$ cat config.mk
export PLATFORM = sky130hd
export DESIGN_NAME = da2dac
export DESIGN_NICKNAME = d
export VERILOG_FILES = /design/src/rtl/da2dac.sv
export SDC_FILE = /design/constraint.sdc
export NUM_CORES = 1
export LEC_CHECK = 0
export BUFFER_PORTS_ARGS = -buffer_cell sky130_fd_sc_hd__buf_2
export CAP_MARGIN = 20
export CORE_AREA = 2 2 82 84
export CTS_BUF_LIST = sky130_fd_sc_hd__clkbuf_4
export CTS_CLUSTER_DIAMETER = 40
export CTS_CLUSTER_SIZE = 24
export DETAILED_ROUTE_END_ITERATION = 8
export DIE_AREA = 0 0 84 86
export GPL_ROUTABILITY_DRIVEN = 0
export GPL_TIMING_DRIVEN = 0
export PLACE_DENSITY_LB_ADDON = 0.1
export SLEW_MARGIN = 5
export SYNTH_ARGS = -nofsm -noshare
export SYNTH_HDL_FRONTEND = slang
export SYNTH_SLANG_ARGS = --single-unit
$ cat constraint.sdc
create_clock -name dacclk -period 2.5 [get_ports dacclk]
set_clock_uncertainty 0.15 [all_clocks]
set_input_delay 0.125 -clock dacclk [delete_from_list [all_inputs] [get_ports dacclk]]
set_output_delay 0.125 -clock dacclk [all_outputs]
set_load 0.05 [all_outputs]
$ cat src/rtl/da2dac.sv
// da2dac: dual-channel serial transmitter for a two-channel 12-bit DAC.
// Accepts two samples plus a power-down command over a four-phase
// dacdav/davdac handshake, then shifts both 16-bit words out MSB first
// on a shared SYNC/SCLK pair. Data changes on SCLK rising edges and the
// DAC samples on falling edges.
module da2dac #(
  parameter int unsigned HALF = 1,
  parameter int unsigned GAP  = 2
) (
  input  logic        dacclk,
  input  logic        reset,
  input  logic        dacdav,
  output logic        davdac,
  input  logic [11:0] dac0data,
  input  logic [11:0] dac1data,
  input  logic [1:0]  daccmd,
  output logic        dacsck,
  output logic        daccs,
  output logic        dac0d,
  output logic        dac1d,
  output logic        busy
);

  localparam int unsigned DIV_W = $clog2(HALF) + 1;
  localparam int unsigned GAP_W = $clog2(GAP) + 1;
  localparam logic [DIV_W-1:0] DIV_LAST = DIV_W'(HALF - 1);
  localparam logic [GAP_W-1:0] GAP_LAST = GAP_W'(GAP - 1);

  typedef enum logic [1:0] {
    ST_IDLE,
    ST_SHIFT,
    ST_GAP,
    ST_DONE
  } state_t;

  state_t           state;
  logic [15:0]      sr0;
  logic [15:0]      sr1;
  logic [3:0]       bit_cnt;
  logic [DIV_W-1:0] div_cnt;
  logic [GAP_W-1:0] gap_cnt;
  logic [15:0]      word0;
  logic [15:0]      word1;

  // Frame words: two zero pad bits, power-down command, 12-bit sample.
  assign word0 = {2'b00, daccmd, dac0data};
  assign word1 = {2'b00, daccmd, dac1data};

  // Handshake, SCLK divider, bit sequencing and SYNC framing.
  always_ff @(posedge dacclk) begin
    if (reset) begin
      state   <= ST_IDLE;
      davdac  <= 1'b0;
      busy    <= 1'b0;
      daccs   <= 1'b1;
      dacsck  <= 1'b1;
      dac0d   <= 1'b0;
      dac1d   <= 1'b0;
      sr0     <= '0;
      sr1     <= '0;
      bit_cnt <= '0;
      div_cnt <= '0;
      gap_cnt <= '0;
    end else begin
      case (state)
        ST_IDLE: begin
          dacsck <= 1'b1;
          daccs  <= 1'b1;
          if (dacdav) begin
            // Bit 15 goes straight to the pins; the rest wait in the top of sr.
            dac0d   <= word0[15];
            dac1d   <= word1[15];
            sr0     <= {word0[14:0], 1'b0};
            sr1     <= {word1[14:0], 1'b0};
            davdac  <= 1'b1;
            busy    <= 1'b1;
            daccs   <= 1'b0;
            bit_cnt <= '0;
            div_cnt <= '0;
            state   <= ST_SHIFT;
          end
        end

        ST_SHIFT: begin
          if (div_cnt == DIV_LAST) begin
            div_cnt <= '0;
            if (dacsck) begin
              dacsck <= 1'b0;
            end else if (bit_cnt == 4'd15) begin
              // Rising edge after the 16th falling edge closes the frame.
              dacsck  <= 1'b1;
              daccs   <= 1'b1;
              dac0d   <= 1'b0;
              dac1d   <= 1'b0;
              gap_cnt <= '0;
              state   <= ST_GAP;
            end else begin
              dacsck  <= 1'b1;
              bit_cnt <= bit_cnt + 4'd1;
              dac0d   <= sr0[15];
              dac1d   <= sr1[15];
              sr0     <= {sr0[14:0], 1'b0};
              sr1     <= {sr1[14:0], 1'b0};
            end
          end else begin
            div_cnt <= div_cnt + DIV_W'(1);
          end
        end

        ST_GAP: begin
          if (gap_cnt == GAP_LAST) begin
            state <= ST_DONE;
          end else begin
            gap_cnt <= gap_cnt + GAP_W'(1);
          end
        end

        ST_DONE: begin
          if (!dacdav) begin
            davdac <= 1'b0;
            busy   <= 1'b0;
            state  <= ST_IDLE;
          end
        end

        default: state <= ST_IDLE;
      endcase
    end
  end

endmodule

# Yosys cells after proc, flatten, opt, wreduce, memory -nomap -nowiden
# Index checks and enable logic that the tools add are counted.
[classes]
addsub = 3
mux = 49
reduce_logical = 12
n_eq_ne = 13
[op_table]
columns = ["op", "count"]
rows = [
  ["16-bit 2-to-1 mux", 8],
  ["16-bit case mux with 2 select lines", 2],
  ["2-bit 2-to-1 mux", 10],
  ["1-bit 2-to-1 mux", 16],
  ["4-bit 2-to-1 mux", 4],
  ["2-bit != test (second input constant)", 8],
  ["1-bit case mux with 2 select lines", 6],
  ["5-bit AND reduction", 2],
  ["2-bit case mux with 4 select lines", 1],
  ["4-bit case mux with 2 select lines", 1],
  ["4-bit AND reduction", 2],
  ["6-bit AND reduction", 1],
  ["2-bit nonzero test", 3],
  ["4-bit by 1-bit adder with 4-bit output (second input constant)", 1],
  ["2-bit by 1-bit == test with 1-bit output (second input constant)", 2],
  ["2-bit == test (second input constant)", 2],
  ["4-bit == test (second input constant)", 1],
  ["2-bit case mux with 2 select lines", 1],
  ["2-bit AND reduction", 2],
  ["3-bit AND reduction", 1],
  ["2-bit by 1-bit adder with 2-bit output (second input constant)", 1],
  ["2-bit zero test", 1],
  ["1-bit adder (second input constant)", 1],
]
[totals]
regBits = 46
input_bits = 29

# Depth between registers and ports, before layout
[logic_depth]
word_depth = 5
mapped_depth = 9
depth_no_buf = 6

# Worst setup path after synthesis
# Ideal clock, no wire load.
[synth_timing]
path_kind = "reg2reg"
start = "register state[0]"
end = "register sr0[9]"
setup_ns = 0.146
t_arrival_ns = 1.637
path_slack_ns = 0.567
stages_incl_launch_ff = 10
period_less_slack_ns = 1.933
path_cell_list = "dfxtp_1 > inv_1 > ha_1 > buf_6 > mux2_4 > and3_1 > buf_6 > buf_6 > nor2_1 > a211oi_2"
[synth_between]
elab_chain_cells = 3
word_cells_on_any_way = 9
cone_classes = "5 x eq/ne; 1 x mux; 3 x reduce/logical"
[synth_lines]
columns = ["item", "line_no", "source"]
rows = [
  ["start: declaration", "36", "state_t state;"],
  ["start signal: assignment", "52", "state <= ST_IDLE;"],
  ["start signal: assignment", "80", "state <= ST_SHIFT;"],
  ["start signal: assignment", "96", "state <= ST_GAP;"],
  ["2-bit by 1-bit == test with 1-bit output / 2-bit zero test (equally long branches)", "65", "case (state)"],
  ["2-bit != test (no source line) / 2-bit nonzero test (equally long branches)", "n/a", ""],
  ["5-bit AND reduction (no source line)", "n/a", ""],
  ["end signal: assignment", "73", "sr0 <= {word0[14:0], 1'b0};"],
  ["end signal: assignment", "102", "sr0 <= {sr0[14:0], 1'b0};"],
  ["end: declaration", "37", "logic [15:0] sr0;"],
]
# Several ways; a longest one is shown, not always the timed one.
# A chain may end at the register's enable or synchronous reset.

# Worst setup path in the final report
[layout_timing]
start = "register state[1]"
end = "register state[1]"
[layout_between]
elab_chain_cells = 3
word_cells_on_any_way = 12
cone_classes = "9 x eq/ne; 1 x mux; 2 x reduce/logical"
[layout_lines]
columns = ["item", "line_no"]
rows = [
  ["2-bit == test (tied with other cells)", "65"],
  ["2-bit != test (no source line)", "n/a"],
  ["6-bit AND reduction (no source line)", "n/a"],
]
# Several ways; a longest one is shown, not always the timed one.

==> summary.txt <==
Outcome: completed
Top delay family on crit path: simple AND/OR/NAND/NOR gates
Cell row count: 29
Synth top area share: 0.3907
Worst-margin pin slew: 0.7423 ns
Final setup fails: 0
DRC errors left: 0
Setup TNS: 0 ns
Post-synthesis adder-cell area fraction: 0.03975
Initial antenna violation count: 0
CTS root buffer: clkbuf_4
Post-Synth XOR/XNOR Area: 0
Wire length per cell: 13.34 µm
Setup bufs post-CTS: 0
Avg Synthesized Cell Area: 9.925 µm²
GR Overflow Total: 0
Final net count: 325
Worst r2r path cells: 7
Post_cts resized: 0
CP cell instances: inv_1 -> ha_1 -> buf_2 -> and2_1 -> a21oi_1 -> and3b_1 -> mux2i_1
CTS clk-pin slew, worst paths: 0.14 ns
Critical path fanouts, max: 7
Simple-gate share of the synthesized area: 0.1459
Detail Placement HPWL: 3.357 mm
Fillers: 630
Yosys Warn Count: 0
Cells after Synth: 222
ANT nets after route: 0
Final setup margin: 0.3749 ns
Netlist Area Pre-Place: 2203 µm²
Pwr Total: 2.942 mW
Number of max-cap violations: 0
Global-route wire length before repair: 8.369 mm
Worst-Skew Late Latency: 0.35 ns
CORE AREA: 6277 µm²
IO Count: 35
Final wirelength: 4.895 mm
CTS tree: done
Mux cell area share after synthesis: 0.1340
CP Capture Type: flip-flop
Synth-to-layout area growth: 26.52%
Post-synth top cells: dfxtp_1 (43), nor2_1 (33), mux2i_1 (28)
EDFF count, synth: 0
Top-count cell post-synth: dfxtp_1
RSZ-0062 raised after global routing: no
CP bufs+invs: 2
Critical Path Sink: state[1]
Yosys cell types: 38
Die height: 86 µm
Max VDD drop: 0.0004300 V
Hold_buf cts: 26
Post-synthesis compound-gate area fraction: 0.2243
Detailed router's first-iteration violation count: 42
FF-to-FF setup slack: 0.37 ns
Largest net degree at the start of global routing: 14
Final core occ: 0.4441
Final min period: 2.125 ns
Min-delay worst type: input pin to flip-flop
Asr flop ratio synth: 0
DRT Pass-1 Iters: 4
Leakage power total: 1.082 nW
Crit. path cell count: 7
Reg2Reg Capture Point: state[1]
Layout cells sized above 1: 0.2828
Final Cycle Share: 0.8500
Power per cell area: 1055 nW/µm²
Diode count: 0
Die width: 84 µm
Final Hold Viols: 0
Vias in the first global route: 1730
Final Slew Violations: 0
Worst EP arrival: 2.26 ns
Pre-CTS setup slack: 0.3679 ns
H-tree levels: 2
Main synth FF type: dfxtp_1
Synth Register Bits: 43
CP Data Required Time: 2.63 ns
Critical-path top delay cell: dfxtp_1
Port Buf Inserts: 34
Max stage delay on crit path: 0.41 ns
Worst Setup Path Type: flip-flop to flip-flop
Synth area leaders: dfxtp_1 (39%), a211oi_2 (15%), mux2i_1 (13%)
Num CTS Buffers: 5
Yosys top cell by area: dfxtp_1
GRT Util Overall: 0.1427
Syn_nets: 258
Origin of the worst setup path: state[1]
Die area: 7224 µm²
Largest family of logic cells by synthesized area: compound AO/OA/AOI/OAI gates
FMAX: 470.6 MHz
Relative slew slack: 0.5051
Sink Count: 43
Initial core utilization: 0.3510
Vias/cell: 4.820
Worst r2r src: state[1]
Register area share after synthesis: 0.3907
Via total after detailed routing: 1769
Clock Tree Buf Depth: 2
CP Launch Type: flip-flop
==> cell usage in the layout (no fill, tap or decap), types with 2 or more instances in the layout <==
cell type,count
a22oi_1,2
inv_1,4
ha_1,7
clkbuf_4,6
nor2_1,33
and2_1,3
dfxtp_1,43
a211oi_2,26
nand2b_1,4
o21ai_0,2
a21o_1,2
clkbuf_1,6
nand2_1,10
nand3_1,7
a21oi_1,10
buf_2,38
and3_1,2
buf_6,7
nor2b_1,3
dlygate4sd3_1,26
mux2i_1,28
==> per-layer routing <==
metal	vias up	GRT usage	share of wire
met1	809	0.1905	0.50
met4	0	0.03959	0.0088
met2	27	0.2364	0.46
met3	4	0.02791	0.032
li1	929	-	-
met5	-	0	0
==> registers in the layout, indices dropped and copies added (netlist names) <==
| signal | flops |
|---|---|
| sr1 | 15 |
| bit_cnt | 4 |
| dacsck | 1 |
| daccs | 1 |
| gap_cnt | 2 |
| state | 2 |
| sr0 | 15 |
| busy | 1 |
| dac1d | 1 |
| dac0d | 1 |
==> worst register-to-register path: cells and delay by family, from the launching register on <==
family          cells  cell delay (ns)
simple gates        2             0.50
flops               1             0.41
compound gates      1             0.36
buf+inv             2             0.27
mux                 1             0.19
fa+ha+maj           1             0.18
==> kinds of logic after synthesis <==
family,count (synthesis)
fa+ha+maj,7
simple gates,69
mux,29
flops,43
compound gates,52
buf+inv,22
==> metrics by stage <==
stage	std cells	hold slack [ns]	area (µm²)
CTS	367	0.003682	2788
global route	367	0.005512	2788
global placement	333	0.2282	2470
finish	367	0.01844	2788
floorplan	222	0.1233	2203
detailed placement	333	0.2200	2470
==> power breakdown <==
part | leakage, nW | total [mW] | switching (mW) | internal [mW]
sequential | 0.354 | 1.04 | 0.130 | 0.909
clock | 0.0317 | 0.359 | 0.240 | 0.120
combinational | 0.696 | 1.54 | 0.873 | 0.670
==> how the worst min path moves through the flow <==
stage,startpoint,endpoint,slack [ns],cells past startpoint
2_1_floorplan,dac0data[0],sr0[1],0.12,2
4_1_cts,daccmd[1],sr1[14],0.004,3
3_5_place_dp,dac0data[0],sr0[1],0.22,3
5_1_grt,daccmd[1],sr0[14],0.006,3
3_3_place_gp,dac0data[0],sr0[1],0.23,3
6_report,daccmd[1],sr1[14],0.02,3
==> area by class of cell <==
cell class	count	area (µm²)	share of cell area
Buffer	18	128.9	0.04623
Clock buffer	6	45.04	0.01616
Clock inverter	2	12.51	0.004488
Inverter	4	15.01	0.005386
Multi-Input combinational cell	157	1199	0.4300
Sequential cell	43	860.8	0.3088
Tap cell	77	96.34	0.03456
Timing Repair Buffer	60	430.4	0.1544
Power figures use the tool's default switching activity.
